==> config.mk <==
export PLATFORM = sky130hd
export DESIGN_NAME = oled_i2c_responder
export DESIGN_NICKNAME = d
export VERILOG_FILES = /design/src/rtl/oled_i2c_responder.sv
export SDC_FILE = /design/constraint.sdc
export NUM_CORES = 1
export LEC_CHECK = 0
export CAP_MARGIN = 10
export CELL_PAD_IN_SITES_DETAIL_PLACEMENT = 1
export CELL_PAD_IN_SITES_GLOBAL_PLACEMENT = 1
export CORE_UTILIZATION = 40
export DETAILED_ROUTE_END_ITERATION = 12
export MAX_ROUTING_LAYER = met4
export PLACE_DENSITY_LB_ADDON = 0.1
export SYNTH_ARGS = -nofsm -noshare
export SYNTH_HDL_FRONTEND = slang
export SYNTH_SLANG_ARGS = --single-unit
==> constraint.sdc <==
create_clock -name clk -period 3.7 [get_ports clk]
set_input_delay 1.11 -clock clk [delete_from_list [all_inputs] [get_ports clk]]
set_output_delay 1.11 -clock clk [all_outputs]
set_load 0.02 [all_outputs]
==> src/rtl/oled_i2c_responder.sv <==
// rtl/oled_i2c_responder.sv - write-only SSD1306-style I2C target
// Decodes address, control (Co, D/C#) and payload bytes; strobes each payload byte out.
module oled_i2c_responder #(
    parameter logic [6:0] CHIP_ADDR   = 7'h3C,
    parameter int         SYNC_STAGES = 2
) (
    input  logic        clk,
    input  logic        reset,
    input  logic        scl_in,
    input  logic        sda_in,
    output logic        sda_out,
    output logic        sda_oen,
    output logic        busy,
    output logic        byte_valid,
    output logic [7:0]  byte_data,
    output logic        byte_is_data,
    output logic [15:0] byte_cnt,
    output logic        frame_done
);

    localparam logic [2:0] S_IDLE        = 3'd0;
    localparam logic [2:0] S_ADDR        = 3'd1;
    localparam logic [2:0] S_ADDR_ACK    = 3'd2;
    localparam logic [2:0] S_CTRL        = 3'd3;
    localparam logic [2:0] S_CTRL_ACK    = 3'd4;
    localparam logic [2:0] S_PAYLOAD     = 3'd5;
    localparam logic [2:0] S_PAYLOAD_ACK = 3'd6;
    localparam logic [2:0] S_IGNORE      = 3'd7;

    logic [SYNC_STAGES-1:0] scl_sync_q, sda_sync_q;
    logic                   scl_prev_q, sda_prev_q;
    logic                   scl_s, sda_s;
    logic                   scl_rise, scl_fall, bus_start, bus_stop;

    // Bus idles high, so the synchronizers reset to 1 to avoid phantom edges.
    always_ff @(posedge clk or negedge reset) begin
        if (!reset) begin
            scl_sync_q <= '1;
            sda_sync_q <= '1;
            scl_prev_q <= 1'b1;
            sda_prev_q <= 1'b1;
        end else begin
            scl_sync_q <= {scl_sync_q[SYNC_STAGES-2:0], scl_in};
            sda_sync_q <= {sda_sync_q[SYNC_STAGES-2:0], sda_in};
            scl_prev_q <= scl_s;
            sda_prev_q <= sda_s;
        end
    end

    assign scl_s     = scl_sync_q[SYNC_STAGES-1];
    assign sda_s     = sda_sync_q[SYNC_STAGES-1];
    assign scl_rise  = scl_s & ~scl_prev_q;
    assign scl_fall  = ~scl_s & scl_prev_q;
    assign bus_start = scl_s & scl_prev_q & sda_prev_q & ~sda_s;
    assign bus_stop  = scl_s & scl_prev_q & ~sda_prev_q & sda_s;

    logic [2:0]  state_q, state_d;
    logic [2:0]  bit_cnt_q, bit_cnt_d;
    logic        got8_q, got8_d;
    logic [7:0]  shift_q, shift_d;
    logic        co_q, co_d, dc_q, dc_d;
    logic        oen_q, oen_d;
    logic        busy_q, busy_d;
    logic        valid_q, valid_d;
    logic [7:0]  data_q, data_d;
    logic        is_data_q, is_data_d;
    logic [15:0] cnt_q, cnt_d;
    logic        fdone_q, fdone_d;

    always_comb begin
        state_d   = state_q;
        bit_cnt_d = bit_cnt_q;
        got8_d    = got8_q;
        shift_d   = shift_q;
        co_d      = co_q;
        dc_d      = dc_q;
        oen_d     = oen_q;
        busy_d    = busy_q;
        valid_d   = 1'b0;
        data_d    = data_q;
        is_data_d = is_data_q;
        cnt_d     = cnt_q;
        fdone_d   = 1'b0;

        if (bus_start) begin
            state_d   = S_ADDR;
            bit_cnt_d = 3'd0;
            got8_d    = 1'b0;
            oen_d     = 1'b1;
            busy_d    = 1'b0;
            cnt_d     = 16'h0000;
        end else if (bus_stop) begin
            state_d   = S_IDLE;
            bit_cnt_d = 3'd0;
            got8_d    = 1'b0;
            oen_d     = 1'b1;
            if (busy_q) begin
                fdone_d = 1'b1;
                busy_d  = 1'b0;
            end
        end else if (state_q == S_ADDR || state_q == S_CTRL || state_q == S_PAYLOAD) begin
            if (scl_rise && !got8_q) begin
                shift_d   = {shift_q[6:0], sda_s};
                bit_cnt_d = bit_cnt_q + 3'd1;
                got8_d    = (bit_cnt_q == 3'd7);
            end else if (scl_fall && got8_q) begin
                // The falling edge ending bit 8 opens the ACK slot.
                got8_d = 1'b0;
                if (state_q == S_ADDR) begin
                    if (shift_q[7:1] == CHIP_ADDR && !shift_q[0]) begin
                        state_d = S_ADDR_ACK;
                        oen_d   = 1'b0;
                        busy_d  = 1'b1;
                    end else begin
                        state_d = S_IGNORE;
                    end
                end else if (state_q == S_CTRL) begin
                    co_d    = shift_q[7];
                    dc_d    = shift_q[6];
                    oen_d   = 1'b0;
                    state_d = S_CTRL_ACK;
                end else begin
                    valid_d   = 1'b1;
                    data_d    = shift_q;
                    is_data_d = dc_q;
                    cnt_d     = (cnt_q == 16'hFFFF) ? cnt_q : cnt_q + 16'd1;
                    oen_d     = 1'b0;
                    state_d   = S_PAYLOAD_ACK;
                end
            end
        end else if (state_q == S_ADDR_ACK || state_q == S_CTRL_ACK || state_q == S_PAYLOAD_ACK) begin
            if (scl_fall) begin
                oen_d = 1'b1;
                if (state_q == S_ADDR_ACK)      state_d = S_CTRL;
                else if (state_q == S_CTRL_ACK) state_d = S_PAYLOAD;
                else                            state_d = co_q ? S_CTRL : S_PAYLOAD;
            end
        end
    end

    always_ff @(posedge clk or negedge reset) begin
        if (!reset) begin
            state_q   <= S_IDLE;
            bit_cnt_q <= 3'd0;
            got8_q    <= 1'b0;
            shift_q   <= 8'h00;
            co_q      <= 1'b0;
            dc_q      <= 1'b0;
            oen_q     <= 1'b1;
            busy_q    <= 1'b0;
            valid_q   <= 1'b0;
            data_q    <= 8'h00;
            is_data_q <= 1'b0;
            cnt_q     <= 16'h0000;
            fdone_q   <= 1'b0;
        end else begin
            state_q   <= state_d;
            bit_cnt_q <= bit_cnt_d;
            got8_q    <= got8_d;
            shift_q   <= shift_d;
            co_q      <= co_d;
            dc_q      <= dc_d;
            oen_q     <= oen_d;
            busy_q    <= busy_d;
            valid_q   <= valid_d;
            data_q    <= data_d;
            is_data_q <= is_data_d;
            cnt_q     <= cnt_d;
            fdone_q   <= fdone_d;
        end
    end

    assign sda_out      = 1'b0;
    assign sda_oen      = oen_q;
    assign busy         = busy_q;
    assign byte_valid   = valid_q;
    assign byte_data    = data_q;
    assign byte_is_data = is_data_q;
    assign byte_cnt     = cnt_q;
    assign frame_done   = fdone_q;

endmodule
==> out/summary.md, run 1 <==
• 0 — post-CTS sizing
• 2 — maximum level of the CTS H-tree
• output port — Crit. End Element
• 2 — CTS Buffer Depth
• 0 — Slew Limit Fails
• 0.66 ns — delay of the slowest cell on the worst path
• 11.6% — share of the synthesized area in compound gates (AO/OA/AOI/OAI)
• 4 — DR pass1 iterations
• 51.7% — sequential area share after synthesis
• 0 — Hold Vio Cnt, Final
• reg2out — type of the setup path with the least slack
• 50 — distinct cell type count of the synthesized netlist
• 5.65 — via/cell ratio
• 461 mW/mm^2 — power per cell area
• 31.9% — Switching Fraction
• 247 — post-synthesis cell count
• 1.48 ns — data arrival at the endpoint of the critical path
• 0.31 ns — insertion delay of the later-clocked pin in the worst-skew pair
• 0.00137 W — total power draw
• 0 — antenna violations before repair
• 0 — Syn. warnings
• 0 — diodes inserted
• 0.346% — xor/xnor cell area share of the yosys netlist
• 1 — CP Depth
• 7.60% — proportion of synthesized area in mux cells
• 81.6 um — height of the die
• 0 — hold path cells
• 24.6% — Clock power frac
• 70.0% — fraction of the cycle the final worst path needs
• 0.000436 W — Net Sw Power
• 0 ns — Sum Neg Setup Slack
• 9 — crit path max fanout
• 17.3 um — WL per Instance
• 5 — depth of the most critical reg-to-reg path
• 52 — FF+latch count, synth
• sky130_fd_sc_hd__dfrtp_1 — most frequently used flop master after synthesis
• 0 — total setup violations reported at the end of the flow
• 19.5% — part of the power in combinational logic
• 13.1% — fraction of layout cells with a size suffix above 1
• 386 MHz — upper clock frequency limit
• 0.254 mV — worst voltage drop across the vdd grid
• 2.59 ns — critical path required time
• sky130_fd_sc_hd__clkbuf_8 — CTS root buffer
• 44.4% — Synth top area share
• finished, final reports clean — outcome
• 81.6 um — overall die width
• buffers and inverters — top cell family by delay on the critical path
• 10.3 um^2 — Syn Area/Cell
• 0 — remaining routing DRC violations
• 34 — top-level port count
• 0 — buffer count from post-CTS setup fixing
• 0.361 ns — Hold Slack
• 0.10 ns — CTS clock-pin slew for the worst setup and hold paths
• 0.00666 mm^2 — DIE AREA
• 1.48% — adder-cell area share of the yosys netlist
• reg2reg — min-delay worst type
• 9890 um — wire length of the first global-routing pass
• 28 — floorplan row count
• 55.9% — share of power burned in registers
• 342 — number of cells in the design after placement
• 53 — largest net degree at the start of global routing
• 32 — number of input and output port buffers inserted
• 1.26 nW — leakage
• 52 — CTS sink cnt
• 16.9% — P&R area growth vs syn
• sky130_fd_sc_hd__clkdlybuf4s50_1 — cell with the largest stage delay on the worst path
• done — CTS tree
• 1927 — number of global-route vias before repair
• 70 — number of design-rule violations left by the first detailed-router iteration
• 4250 um — Post-DP HPWL
• 42.0% — starting utilization of the core area
• 281 — Final #Nets
• 2.59 ns — clock period minus final worst setup slack
• false — unrepaired setup endpoints after global routing
• 0.750 — RD Place Congestion
• clkdlybuf4s50_1 — critical path, cell by cell
• scl_prev_q — Critical R2R Launch
• 0.840 ns — slew at the pin closest to its max-slew limit
• 0 — number of synthesized flops with an enable pin
• 0 — Final ANT Viol Nets
• 0.00603 mm^2 — core area
• flop — startpoint class of the critical path
• 20.7% — aggregate global-route resource usage
• 1979 — vias after detailed routing
• 0.00253 mm^2 — Syn Std Cell Area
• 350 — post-route non-filler standard cell count
• 0 — Post-CTS Hold Fix Bufs
• 6040 um — Total Wirelength
• 5 — clock buffers created by TritonCTS
• 1.40 ns — setup slack, reg-to-reg
• sky130_fd_sc_hd__dfrtp_1 44%, sky130_fd_sc_hd__dfstp_2 7.3%, sky130_fd_sc_hd__nand2_1 6.7%, sky130_fd_sc_hd__mux2_2 4.4%, sky130_fd_sc_hd__mux2i_1 3.2% — biggest area contributors in the synthesized netlist
• 0 — total grt overflow
• scl_sync_q[1] — end point of the most critical hold path
• 100% — post-synthesis async set-or-reset flop share
• 0.00765 ns — worst-case clock skew
• byte_cnt[0] — capture point of the worst reg-to-reg path
• 254 — syn_nets
• 43.9% — worst slew margin relative to its limit
• 1 — Buf+Inv Stages, Crit Path
• sky130_fd_sc_hd__dfrtp_1 — largest area contributor in the synthesized netlist
• 0 — MaxCap Viol Count
• simple AND/OR/NAND/NOR gates — combinational family with the most area after synthesis
• scl_sync_q[0] — beginning of the worst hold path
• 0.000930 W — internal power
• 23.2% — synthesized-area fraction occupied by and/or/nand/nor cells
==> cells in the mapped netlist (all sizes together) (3+ instances only) <==
master  number
buf          7
mux2i        8
inv          6
and3         3
nor3b        3
dfstp        7
nor2         7
mux2        10
nor4         5
ha           3
o21ai        9
or4          3
nand2b       8
clkbuf       6
nand2       45
nand4        8
nor3         4
a21oi        7
dfrtp       45
a211oi       6
nand3       15
==> per-stage QoR <==
| stage | worst slack (ns) | instance area [um^2] | utilization [%] |
|---|---|---|---|
| 6_report | 1.11 | 2960 | 49.2 |
| 5_1_grt | 1.03 | 2960 | 49.2 |
| 4_1_cts | 1.10 | 2960 | 49.2 |
| 3_5_place_dp | 1.43 | 2870 | 47.7 |
| 3_3_place_gp | 1.45 | 2870 | 47.7 |
| 2_1_floorplan | 1.78 | 2530 | - |
==> kinds of logic after synthesis <==
| group | after synthesis |
|---|---|
| other | 1 |
| adder cells (fa/ha/maj) | 3 |
| XOR/XNOR | 1 |
| flip-flops | 52 |
| multiplexers | 18 |
| AND/OR/NAND/NOR | 111 |
| buffers and inverters | 19 |
| AO/OA/AOI/OAI | 42 |
==> worst max-delay path by stage <==
stage,end,start,slack (ns)
final,byte_cnt[2],byte_cnt[2],1.11
after global routing,byte_cnt[0],byte_cnt[0],1.03
after CTS,byte_cnt[2],byte_cnt[2],1.10
after detailed placement,byte_cnt[0],scl_prev_q,1.43
after global placement,byte_cnt[0],scl_prev_q,1.45
after floorplan,byte_cnt[12],byte_cnt[0],1.78
==> power by group through the flow <==
stage	logic [W]	registers, W	clock network (W)
5_1_grt	0.000302	0.000783	0.000374
4_1_cts	0.000274	0.000762	0.000350
2_1_floorplan	0.000211	0.000737	0
3_3_place_gp	0.000260	0.000771	0
3_5_place_dp	0.000270	0.000774	0
6_report	0.000267	0.000763	0.000336
==> routing by layer <==
| layer | global-route usage [%] | vias to the layer above | part of all wire (%) |
|---|---|---|---|
| met1 | 27.0 | 992 | 47 |
| met4 | 5.96 | 0 | 1.4 |
| met2 | 32.9 | 31 | 49 |
| li1 | - | 949 | - |
| met3 | 3.67 | 7 | 2.6 |
| met5 | - | - | 0 |
==> sequential cells by signal, summed over array words and instances (netlist names), 2 cells and up <==
signal / count
byte_cnt: 16
shift_q: 8
sda_sync_q: 2
state_q: 3
byte_data: 8
bit_cnt_q: 3
scl_sync_q: 2
==> placed cells by master, fill, tap and decap left out, types with 3 or more instances in the layout <==
master | synthesis | routed
sky130_fd_sc_hd__nand3_1 | 15 | 15
sky130_fd_sc_hd__nor3_1 | 4 | 4
sky130_fd_sc_hd__a21oi_1 | 7 | 7
sky130_fd_sc_hd__clkbuf_8 | 1 | 5
sky130_fd_sc_hd__dfrtp_1 | 45 | 45
sky130_fd_sc_hd__ha_1 | 3 | 3
sky130_fd_sc_hd__nand2_1 | 45 | 45
sky130_fd_sc_hd__dfstp_2 | 7 | 7
sky130_fd_sc_hd__mux2i_1 | 8 | 8
sky130_fd_sc_hd__nand4_1 | 6 | 6
sky130_fd_sc_hd__inv_1 | 6 | 6
sky130_fd_sc_hd__nand2b_1 | 8 | 8
sky130_fd_sc_hd__clkdlybuf4s50_1 | 0 | 31
sky130_fd_sc_hd__or4_1 | 3 | 3
sky130_fd_sc_hd__nor3b_1 | 3 | 3
sky130_fd_sc_hd__a211oi_1 | 6 | 6
sky130_fd_sc_hd__mux2_2 | 10 | 10
sky130_fd_sc_hd__nor4_1 | 5 | 5
sky130_fd_sc_hd__o21ai_0 | 9 | 9
sky130_fd_sc_hd__nor2_1 | 7 | 7
==> cell type report <==
class	count	area, um^2
tap	75	93.8
sequential	52	1310
fill	675	3060
clock inverter	3	21.3
timing repair buffer	33	323
clock buffer	5	68.8
inverter	6	22.5
multi-input combinational	176	1120
Power figures use the tool's default switching activity.
==> run 2: changes to the inputs <==
==> constraint.sdc (replaced) <==
create_clock -name clk -period 2.4 [get_ports clk]
set_input_delay 0.72 -clock clk [delete_from_list [all_inputs] [get_ports clk]]
set_output_delay 0.72 -clock clk [all_outputs]
set_load 0.02 [all_outputs]
==> run 2 against run 1 <==
  * Register-to-register slack lost 1.0 ns
  * Clock power grew 110%
  * Flip-flop and latch count is the same
  * Critical path depth is the same
  * Clock skew shrank 0.0021 ns
  * Critical endpoint unchanged
  * Wire length shrank 4.8%
==> out/summary.md, run 2 (synthesis gave the netlist of run 1 again) <==
• flop — startpoint class of the critical path
• 2.19 ns — clock period minus final worst setup slack
• 1.68 ns — critical path required time
• 0 — remaining routing DRC violations
• 1.32 nW — leakage
• 0 — Post-CTS Hold Fix Bufs
• output port — Crit. End Element
• 52 — CTS sink cnt
• byte_cnt[2] — critical path capture point
• 4 — depth of the most critical reg-to-reg path
• 0 — Slew Limit Fails
• 0 — total setup violations reported at the end of the flow
• 16 — max FFs per register
• 0.00666 mm^2 — DIE AREA
• 753 mW/mm^2 — power per cell area
• 31 — largest net degree at the start of global routing
• 0.30 ns — insertion delay of the later-clocked pin in the worst-skew pair
• byte_cnt[11] — capture point of the worst reg-to-reg path
• 0.10 ns — CTS clock-pin slew for the worst setup and hold paths
• sky130_fd_sc_hd__clkbuf_8 — CTS root buffer
• 91.2% — fraction of the cycle the final worst path needs
• 4180 um — Post-DP HPWL
• 0.37 ns — setup slack, reg-to-reg
• byte_cnt[2] — worst setup path startpoint
• 348 — number of cells in the design after placement
• 0 — MaxCap Viol Count
• 59 — number of design-rule violations left by the first detailed-router iteration
• 0 — buffer count from post-CTS setup fixing
• 32 — number of input and output port buffers inserted
• clkdlybuf4s50_1 — critical path, cell by cell
• 0.676 ns — slew at the pin closest to its max-slew limit
• scl_prev_q — Critical R2R Launch
• done — CTS tree
• 287 — Final #Nets
• 0 — Final ANT Viol Nets
• 81.6 um — overall die width
• reg2reg — min-delay worst type
• 54.6% — worst slew margin relative to its limit
• 0 — total grt overflow
• 5.53 — via/cell ratio
• 1 — Buf+Inv Stages, Crit Path
• 4 — DR pass1 iterations
• 81.6 um — height of the die
• 0 — Hold Vio Cnt, Final
• 0.760 — RD Place Congestion
• 2004 — number of global-route vias before repair
• 19.9% — aggregate global-route resource usage
• 0.00555 ns — worst-case clock skew
• 1969 — vias after detailed routing
• 9650 um — wire length of the first global-routing pass
• finished, final reports clean — outcome
• 0.66 ns — delay of the slowest cell on the worst path
• 2 — maximum level of the CTS H-tree
• false — unrepaired setup endpoints after global routing
• 45 x sky130_fd_sc_hd__nand2_1, 45 x sky130_fd_sc_hd__dfrtp_1, 31 x sky130_fd_sc_hd__clkdlybuf4s50_1, 15 x sky130_fd_sc_hd__nand3_1, 10 x sky130_fd_sc_hd__mux2_2 — most frequent cells in the layout
• 0.451 mV — worst voltage drop across the vdd grid
• 1.47 ns — data arrival at the endpoint of the critical path
• 0 ns — Sum Neg Setup Slack
• 1 — CP Depth
• 356 — post-route non-filler standard cell count
• 34 — top-level port count
• 0 — antenna violations before repair
• 2 — CTS Buffer Depth
• 14.9% — fraction of layout cells with a size suffix above 1
• 5750 um — Total Wirelength
• buffers and inverters — top cell family by delay on the critical path
• 0 — post-CTS sizing
• 0 — diodes inserted
• 0.361 ns — Hold Slack
• 0.00603 mm^2 — core area
• 50.9% — Layout Utilization
• 21.1% — P&R area growth vs syn
• reg2out — type of the setup path with the least slack
• 16.2 um — WL per Instance
• 457 MHz — upper clock frequency limit
• 42.0% — starting utilization of the core area
• 5 — clock buffers created by TritonCTS
• sky130_fd_sc_hd__clkdlybuf4s50_1 — cell with the largest stage delay on the worst path
• 28 — floorplan row count
• 9 — crit path max fanout
==> run 2: cell count changes in the layout (fill, tap and decap cells not counted), sizes merged <==
cell,change
buf,+6
bufinv,+2
clkinv,-1
clkinvlp,-1
==> run 2: per-layer routing <==
layer | track usage [%] | part of all wire [%] | wire length (um)
met4 | 5.26 | 0.54 | 31
met1 | 25.4 | 47 | 2700
met3 | 4.22 | 2.3 | 135
met5 | - | 0 | 0
met2 | 32.0 | 50 | 2890
==> run 2: area by class of cell <==
cell class	instances	area (um^2)
Clock buffer	5	68.8
Clock inverter	3	68.8
Fill cell	670	2960
Inverter	6	22.5
Multi-Input combinational cell	176	1120
Sequential cell	52	1310
Tap cell	75	93.8
Timing Repair Buffer	39	380
==> run 2: per-stage QoR <==
step,area [um^2],power (W),setup WS [ns]
floorplan,2530,0.00146,0.476
finish,3070,0.00231,0.212
detailed placement,2930,0.00161,0.400
global route,3070,0.00245,0.151
CTS,3070,0.00234,0.195
global placement,2930,0.00159,0.452
==> run 2: power breakdown <==
part | leakage, nW | internal, W | switching [W]
Clock | 0.0687 | 0.000420 | 0.000298
Sequential | 0.677 | 0.00101 | 0.000162
Combinational | 0.571 | 0.000219 | 0.000196
Total | 1.32 | 0.00165 | 0.000656
==> run 2: worst min-delay path by stage <==
| stage | startpoint | endpoint | slack (ns) | cells past startpoint |
|---|---|---|---|---|
| after floorplan | scl_sync_q[0] | scl_sync_q[1] | 0.35 | 0 |
| after global placement | scl_sync_q[0] | scl_sync_q[1] | 0.35 | 0 |
| after detailed placement | scl_sync_q[0] | scl_sync_q[1] | 0.35 | 0 |
| after CTS | scl_sync_q[0] | scl_sync_q[1] | 0.36 | 0 |
| after global routing | sda_sync_q[0] | sda_sync_q[1] | 0.37 | 0 |
| final | scl_sync_q[0] | scl_sync_q[1] | 0.36 | 0 |
